`src/rtl/ppu_render_timing.sv`:
```
// Dot/scanline timing generator: raster counters, odd-frame dot skip and the per-dot
// strobes that drive loopy-address updates, vblank status and background fetches.
module ppu_render_timing #(
  parameter int unsigned DOTS_PER_LINE   = 341,
  parameter int unsigned LINES_PER_FRAME = 262,
  parameter int unsigned VISIBLE_LINES   = 240,
  parameter int unsigned VBLANK_LINE     = 241,
  parameter int unsigned PRERENDER_LINE  = 261
) (
  input  logic       clk,
  input  logic       reset,
  input  logic       clkEn,
  input  logic       background_EN,
  input  logic       sprite_EN,
  output logic [8:0] dot,
  output logic [8:0] scanline,
  output logic       oddFrame,
  output logic       renderingEnabled,
  output logic       visiblePixel,
  output logic       setVerticalBlank,
  output logic       clearVerticalBlank,
  output logic       incrementX,
  output logic       incrementY,
  output logic       resetX,
  output logic       resetY,
  output logic       oamReset,
  output logic       fetchStrobe,
  output logic [1:0] fetchStage
);

  localparam logic [8:0] LastDot    = 9'(DOTS_PER_LINE - 1);
  localparam logic [8:0] SkipDot    = 9'(DOTS_PER_LINE - 2);
  localparam logic [8:0] LastLine   = 9'(LINES_PER_FRAME - 1);
  localparam logic [8:0] VisLines   = 9'(VISIBLE_LINES);
  localparam logic [8:0] VblankLine = 9'(VBLANK_LINE);
  localparam logic [8:0] PreLine    = 9'(PRERENDER_LINE);

  logic oddSkip;
  logic renderLine;
  logic strobeEn;
  logic renderStrobe;
  logic coarseXDot;
  logic fetchSlot;

  assign renderingEnabled = background_EN | sprite_EN;

  // Rendering is sampled only here, on the last dot before the skipped one.
  assign oddSkip = (scanline == PreLine) && (dot == SkipDot) && oddFrame && renderingEnabled;

  always_ff @(posedge clk or posedge reset) begin
    if (reset) begin
      dot      <= '0;
      scanline <= '0;
      oddFrame <= 1'b0;
    end else if (clkEn) begin
      if (oddSkip) begin
        dot      <= '0;
        scanline <= '0;
        oddFrame <= ~oddFrame;
      end else if (dot == LastDot) begin
        dot <= '0;
        if (scanline == LastLine) begin
          scanline <= '0;
          oddFrame <= ~oddFrame;
        end else begin
          scanline <= scanline + 9'd1;
        end
      end else begin
        dot <= dot + 9'd1;
      end
    end
  end

  assign visiblePixel = (scanline < VisLines) && (dot >= 9'd1) && (dot <= 9'd256);

  assign renderLine   = (scanline < VisLines) || (scanline == PreLine);
  assign strobeEn     = clkEn & ~reset;
  assign renderStrobe = strobeEn & renderingEnabled & renderLine;

  assign coarseXDot = ((dot >= 9'd8) && (dot <= 9'd256) && (dot[2:0] == 3'd0)) ||
                      (dot == 9'd328) || (dot == 9'd336);
  assign fetchSlot  = dot[0] && ((dot <= 9'd256) || ((dot >= 9'd321) && (dot <= 9'd336)));

  assign setVerticalBlank   = strobeEn && (scanline == VblankLine) && (dot == 9'd1);
  assign clearVerticalBlank = strobeEn && (scanline == PreLine) && (dot == 9'd1);

  assign incrementX = renderStrobe && coarseXDot;
  assign incrementY = renderStrobe && (dot == 9'd256);
  assign resetX     = renderStrobe && (dot == 9'd257);
  assign resetY     = renderStrobe && (scanline == PreLine) && (dot >= 9'd280) && (dot <= 9'd304);
  assign oamReset   = renderStrobe && (dot >= 9'd257) && (dot <= 9'd320);

  // On odd dots, bits [2:1] equal ((dot-1)>>1)&3: NT, AT, PT lo, PT hi.
  assign fetchStrobe = renderStrobe && fetchSlot;
  assign fetchStage  = fetchStrobe ? dot[2:1] : 2'd0;

endmodule

```
`config.mk`:
```
export PLATFORM = sky130hd
export DESIGN_NAME = ppu_render_timing
export DESIGN_NICKNAME = d
export VERILOG_FILES = /design/src/rtl/ppu_render_timing.sv
export SDC_FILE = /design/constraint.sdc
export NUM_CORES = 1
export LEC_CHECK = 0
export BUFFER_PORTS_ARGS = -buffer_cell sky130_fd_sc_hd__buf_4
export CAP_MARGIN = 20
export CORE_UTILIZATION = 45
export CTS_CLUSTER_DIAMETER = 50
export CTS_CLUSTER_SIZE = 12
export DETAILED_ROUTE_END_ITERATION = 8
export PLACE_DENSITY_LB_ADDON = 0.3
export REMOVE_ABC_BUFFERS = 1
export SYNTH_ARGS = -nofsm -noshare
export SYNTH_HDL_FRONTEND = slang
export SYNTH_SLANG_ARGS = --single-unit
```
`constraint.sdc`:
```
create_clock -name clk -period 2.8 [get_ports clk]
set_clock_uncertainty 0.2 [all_clocks]
set_input_delay 0.28 -clock clk [delete_from_list [all_inputs] [get_ports clk]]
set_output_delay 0.28 -clock clk [all_outputs]
set_load 0.02 [all_outputs]
```
After elaboration in Yosys (flattened, before gate mapping)

Cells that the tools add are included.

Add/subtract/negate cells: 2
$lt $le $gt $ge: 10
Equality and inequality tests: 9
Multiplexer cells: 9
Bitwise logic cells: 6
Reductions and logical operators: 31

Operators with widths:

| kind                                                              | count |
|---|---|
| == test 9 bit, second input constant                              | 7 |
| 2-to-1 mux 9 bit                                                  | 5 |
| less-or-equal comparator 9 bit, second input constant             | 4 |
| greater-or-equal comparator 9 bit, second input constant          | 3 |
| logical AND 1 bit                                                 | 22 |
| adder 9 x 1 -> 9 bit, second input constant                       | 2 |
| == test 9 x 1 -> 1 bit, second input constant                     | 1 |
| == test 9 x 8 -> 1 bit, second input constant                     | 1 |
| greater-or-equal comparator 9 x 1 -> 1 bit, second input constant | 1 |
| greater-or-equal comparator 9 x 4 -> 1 bit, second input constant | 1 |
| < comparator 9 x 8 -> 1 bit, second input constant                | 1 |
| logical OR 1 bit                                                  | 4 |
| nonzero test 2 bit                                                | 2 |
| bitwise AND 1 bit                                                 | 3 |
| zero test 3 bit                                                   | 1 |
| 2-to-1 mux 1 bit                                                  | 3 |
| AND reduction 3 bit                                               | 1 |
| 2-to-1 mux 2 bit                                                  | 1 |
| inverter 1 bit                                                    | 2 |
| AND reduction 2 bit                                               | 1 |
| bitwise OR 1 bit                                                  | 1 |

Flip-flop bits (word level): 19

Depth between registers and ports, before layout

Depth in word-level cells: 7
Gate-level depth with buffers: 8
Mapped depth without buffers: 7

Least setup slack after synthesis

Ideal clock, no wire load.

Path kind: register -> output
Start point: register dot[0]
End point: output port fetchStage[0]
Data arrival time: 2117 ps
Setup slack: 203 ps
Stages on the path, launching flop included: 7
Path buffers: 0
Cell sequence: dfrtp_1 inv_1 ha_1 nand4bb_2 a22oi_1 a311oi_2 nor4_1

Word-level cells in the longest chain between the ends: 6
Elaborated cells on any way between the ends: 8

RTL lines:

| element                                                                                    | RTL line | text |
|---|---|---|
| start, declared                                                                            | 15       | `output logic [8:0] dot,` |
| start signal, assigned                                                                     | 69       | `dot <= dot + 9'd1;` |
| greater-or-equal comparator 9 bit / less-or-equal comparator 9 bit (equally long branches) | 82       | `assign fetchSlot = dot[0] && ((dot <= 9'd256) \|\| ((dot >= 9'd321) && (dot <= 9'd336)));` |
| logical AND 1 bit                                                                          | 82       |  |
| logical OR 1 bit                                                                           | 82       |  |
| logical AND 1 bit (*)                                                                      | 82       |  |
| logical AND 1 bit (*)                                                                      | 94       | `assign fetchStrobe = renderStrobe && fetchSlot;` |
| 2-to-1 mux 2 bit (*)                                                                       | 95       | `assign fetchStage = fetchStrobe ? dot[2:1] : 2'd0;` |
| end, declared                                                                              | 28       | `output logic [1:0] fetchStage` |

Mark *: on every way between the ends. The rest lies on a longest branch, timed or not.

Final worst setup path

Start point: register scanline[0]
End point: output port fetchStage[1]

Word-level cells in the longest chain between the ends: 5
Elaborated cells on any way between the ends: 6

RTL lines:

| element                                                             | RTL line | text |
|---|---|---|
| start, declared                                                     | 16       | `output logic [8:0] scanline,` |
| start signal, assigned                                              | 66       | `scanline <= scanline + 9'd1;` |
| < comparator 9 x 8 -> 1 bit / == test 9 bit (equally long branches) | 76       | `assign renderLine = (scanline < VisLines) \|\| (scanline == PreLine);` |
| logical OR 1 bit (*)                                                | 76       |  |
| bitwise AND 1 bit (*)                                               | 78       | `assign renderStrobe = strobeEn & renderingEnabled & renderLine;` |
| logical AND 1 bit (*)                                               | 94       |  |
| 2-to-1 mux 2 bit (*)                                                | 95       |  |

Marked as above.

==> run_summary.xml <==
<?xml version="1.0" encoding="UTF-8"?>
<metrics>
  <group name="synthesis">
    <metric name="synth.avg_cell_area" unit="um2">8.71</metric>
    <metric name="mappedNetlistArea" unit="um2">1400</metric>
    <metric name="ys_top_cells_by_area" unit="">dfrtp_1 34%, xnor2_1 5.0%, ha_1 4.5%</metric>
    <metric name="synth-async-reset-ratio" unit="%">100</metric>
    <metric name="yosysTopAreaCellShare" unit="%">33.9</metric>
    <metric name="synth-seq-cells" unit="">19</metric>
    <metric name="synth-warning-count" unit="">0</metric>
    <metric name="post-synth-top-area-cell" unit="">dfrtp_1</metric>
    <metric name="synth-seq-area-share" unit="%">33.9</metric>
    <metric name="ys_types" unit="">40</metric>
    <metric name="synth_cells" unit="">161</metric>
    <metric name="synth_edf_count" unit="">0</metric>
    <metric name="synth_top_flop_cell" unit="">dfrtp_1</metric>
  </group>
  <group name="clock_tree">
    <metric name="cts_tree" unit="">yes</metric>
    <metric name="clk_pin_slew_worst_paths" unit="ns">0.11</metric>
    <metric name="clk_latency" unit="ns">0.30</metric>
    <metric name="cts_root_buffer" unit="">clkbuf_4</metric>
    <metric name="cts-buffers-inserted" unit="">3</metric>
    <metric name="htree_num_levels" unit="">1</metric>
    <metric name="ctsLongestPathBuffers" unit="">2</metric>
    <metric name="clkSinkCount" unit="">19</metric>
    <metric name="post-cts-setup-buffer-count" unit="">0</metric>
  </group>
  <group name="route">
    <metric name="drt_pass1_iterations" unit="">6</metric>
    <metric name="routed-via-count" unit="">1362</metric>
    <metric name="drc_errors" unit="">5</metric>
    <metric name="drt_first_iter_violations" unit="">57</metric>
    <metric name="drt-vias-per-instance" unit="">6.03</metric>
    <metric name="drtAntennaViolNets" unit="">0</metric>
    <metric name="route.detailed.wl_per_inst" unit="um">15.2</metric>
    <metric name="route.final.wire_length" unit="um">3420</metric>
  </group>
  <group name="critical_path">
    <metric name="worstRegToRegCells" unit="">5</metric>
    <metric name="rr_startpoint" unit="">dot[8]$_DFFE_PP0P_</metric>
    <metric name="worstSetupStartpointType" unit="">register</metric>
    <metric name="worstPathRequired" unit="ns">2.32</metric>
    <metric name="timing.critical_path.slowest_stage_cell" unit="">dfrtp_1</metric>
    <metric name="cp_cell_sequence" unit="">ha_1 -&gt; and4bb_1 -&gt; and3_4 -&gt; o2111ai_4 -&gt; nor3_2 -&gt; and2_1 -&gt; buf_4</metric>
    <metric name="cp_slowest_stage_delay" unit="ns">0.46</metric>
    <metric name="r2r-end" unit="">scanline[6]$_DFFE_PP0P_</metric>
    <metric name="timing.setup.critical_path_class" unit="">register to output port</metric>
    <metric name="max_fo_critical_path" unit="">7</metric>
    <metric name="ff2ff_setup_slack" unit="ns">0.48</metric>
    <metric name="worst_setup_path_end_kind" unit="">output port</metric>
    <metric name="timing.critical_path.arrival" unit="ns">2.17</metric>
  </group>
  <group name="hold_path">
    <metric name="worstHoldEndpoint" unit="">dot[0]$_DFFE_PP0P_</metric>
    <metric name="worst_hold_path_type" unit="">input pin to register</metric>
    <metric name="min_delay_src" unit="">clkEn</metric>
    <metric name="hold_depth" unit="">2</metric>
  </group>
  <group name="grt">
    <metric name="groute.usage.overall" unit="%">22.0</metric>
    <metric name="grt_first_pass_wirelength" unit="um">5680</metric>
    <metric name="first_global_vias" unit="">1225</metric>
    <metric name="grt_overflow_total" unit="">0</metric>
    <metric name="grt_start_max_net_pins" unit="">20</metric>
    <metric name="antenna_found_initial" unit="">0</metric>
  </group>
  <group name="sta">
    <metric name="final_critical_path_setup_slack" unit="ns">0.146</metric>
    <metric name="relSlewSlack" unit="%">61.3</metric>
    <metric name="period_needed" unit="ns">2.65</metric>
    <metric name="finalSetupViolCount" unit="">0</metric>
    <metric name="timing.setup.tns" unit="ns">0</metric>
    <metric name="max_clock_freq" unit="MHz">377</metric>
    <metric name="final-max-slew-violation-count" unit="">0</metric>
    <metric name="worst_slew_pin_slew" unit="ns">0.581</metric>
    <metric name="timing.final.hold_violations" unit="">0</metric>
    <metric name="layout_worst_path_cycle_share" unit="%">94.8</metric>
  </group>
  <group name="floorplanning">
    <metric name="core_footprint" unit="um2">2850</metric>
    <metric name="die_height" unit="um">57.8</metric>
    <metric name="fp.dieArea" unit="um2">3340</metric>
    <metric name="initial_utilization" unit="%">49.2</metric>
    <metric name="number_of_placement_rows" unit="">19</metric>
    <metric name="die_w" unit="um">57.8</metric>
    <metric name="boundaryPins" unit="">36</metric>
  </group>
  <group name="place">
    <metric name="numPlacedInstances" unit="">221</metric>
    <metric name="gp_congestion" unit="">0.877</metric>
    <metric name="placement.io_buffers" unit="">35</metric>
    <metric name="place_ws" unit="ns">0.315</metric>
    <metric name="place.detailed.hpwl" unit="um">2570</metric>
  </group>
  <group name="finish">
    <metric name="share_of_final_layout_standard_cells_stronger_than_drive_strength_1" unit="%">29.7</metric>
    <metric name="design.final.nets" unit="">206</metric>
    <metric name="fin_util" unit="%">61.6</metric>
    <metric name="final.fill_count" unit="">257</metric>
    <metric name="area_growth_from_synthesis_to_layout" unit="%">25.3</metric>
    <metric name="antennaDiodeCount" unit="">0</metric>
    <metric name="final_cell_count_no_fill" unit="">226</metric>
  </group>
  <group name="pwr">
    <metric name="powerDensity" unit="nW/um2">598</metric>
    <metric name="finalPower" unit="mW">1.05</metric>
    <metric name="static-leakage-power" unit="nW">0.762</metric>
    <metric name="ir_worst_vdd" unit="uV">327</metric>
  </group>
  <group name="run_status">
    <metric name="status" unit="">complete, but fails checks</metric>
    <metric name="violations" unit="">design-rule violations</metric>
  </group>
  <group name="run">
    <metric name="max_cap_viol_count" unit="">0</metric>
  </group>
</metrics>
metrics by stage:
step	instance area, um2	hold WS [ns]
after floorplan	1360	0.0697
after global placement	1670	0.254
after detailed placement	1670	0.260
after CTS	1710	0.0619
after global routing	1760	0.0658
final	1760	0.0675
sequential cells by signal, indices dropped and copies added, names as in the netlist:
| signal | cells |
|---|---|
| scanline | 9 |
| oddFrame | 1 |
| dot | 9 |
worst max-delay path by stage:
stage	cells after the start	slack, ns	to	from
after floorplan	6	0.18	fetchStage[0]	dot[0]$_DFFE_PP0P_
after global placement	7	0.36	incrementX	scanline[1]$_DFFE_PP0P_
after detailed placement	7	0.31	incrementX	scanline[1]$_DFFE_PP0P_
after CTS	7	0.04	incrementX	scanline[1]$_DFFE_PP0P_
after global routing	8	-0.02	fetchStage[1]	dot[0]$_DFFE_PP0P_
final	7	0.15	fetchStage[1]	scanline[0]$_DFFE_PP0P_
cells in the mapped netlist (4+ instances only):
library cell   n
and2_1         5
a21oi_1       12
o21ai_0        7
buf_2          5
xnor2_1        8
nor2_1        10
dfrtp_1       19
inv_1          7
and3_1         6
nand4_1        7
nand3_1        6
nand2_1       16
ha_1           5
nor3_2         4
nor3_1         7
cells by family (layout without fill, tap and decap cells):
| family | count (synthesis) | in the layout | share of synthesized area [%] |
|---|---|---|---|
| adder cells (fa/ha/maj) | 5 | 5 | 4.46 |
| AO/OA/AOI/OAI | 32 | 32 | 16.2 |
| AND/OR/NAND/NOR | 80 | 80 | 33.6 |
| multiplexers | 2 | 2 | 1.43 |
| XOR/XNOR | 9 | 9 | 5.62 |
| buffers and inverters | 14 | 48 | 4.73 |
| flip-flops | 19 | 19 | 33.9 |
layer usage:
| layer | GRT usage [%] | vias to the layer above | routed length [um] |
|---|---|---|---|
| met1 | 29.6 | 654 | 1550 |
| met3 | 4.02 | 4 | 205 |
| met4 | 7.14 | 0 | 31 |
| met2 | 36.0 | 44 | 1640 |
| li1 | - | 660 | - |
| met5 | 0 | - | 0 |
cells in the final DEF (no fill, tap or decap), drive strengths merged, types with 2 or more instances in the layout:
cell type   n
nand2b      2
o31ai       3
dfrtp      19
nor4        3
a31oi       2
nand3       6
nand4       7
and2        5
nand2      16
xnor2       8
o21ai       7
nor3       11
ha          5
nor2       11
or2         2
o21a        2
or3         3
inv         7
buf        36
mux2i       2
a21oi      13
and3        6
and4bb      2
clkbuf      3
cell type report:
class / instances / area [um2] / share of cell area (%)
Clock buffer: 3 / 22.5 / 1.28
Clock inverter: 1 / 5.00 / 0.285
Inverter: 7 / 26.3 / 1.49
Multi-Input combinational cell: 128 / 910 / 51.7
Sequential cell: 19 / 475 / 27.0
Tap cell: 31 / 38.8 / 2.21
Timing Repair Buffer: 37 / 280 / 15.9
critical path: cells and delay by family (launching register included):
kind / cells / cell delay (ns)
and+or+nand+nor: 4 / 0.68
AOI/OAI and AO/OA: 1 / 0.33
buffers and inverters: 1 / 0.15
DFF: 1 / 0.46
adders and majority gates: 1 / 0.24
repair_timing:
item | in CTS | in global routing
hold buffers | 1 | 0
hold endpoints to repair | 19 | 0
setup endpoints to repair | 1 | 5
pin swaps | 0 | 2
resized for setup | 1 | 8
power by group:
part | internal [mW] | switching (mW) | total [mW]
logic | 0.207 | 0.258 | 0.465
clock network | 0.0532 | 0.0846 | 0.138
registers | 0.316 | 0.131 | 0.448
(Power assumes the default switching activity.)
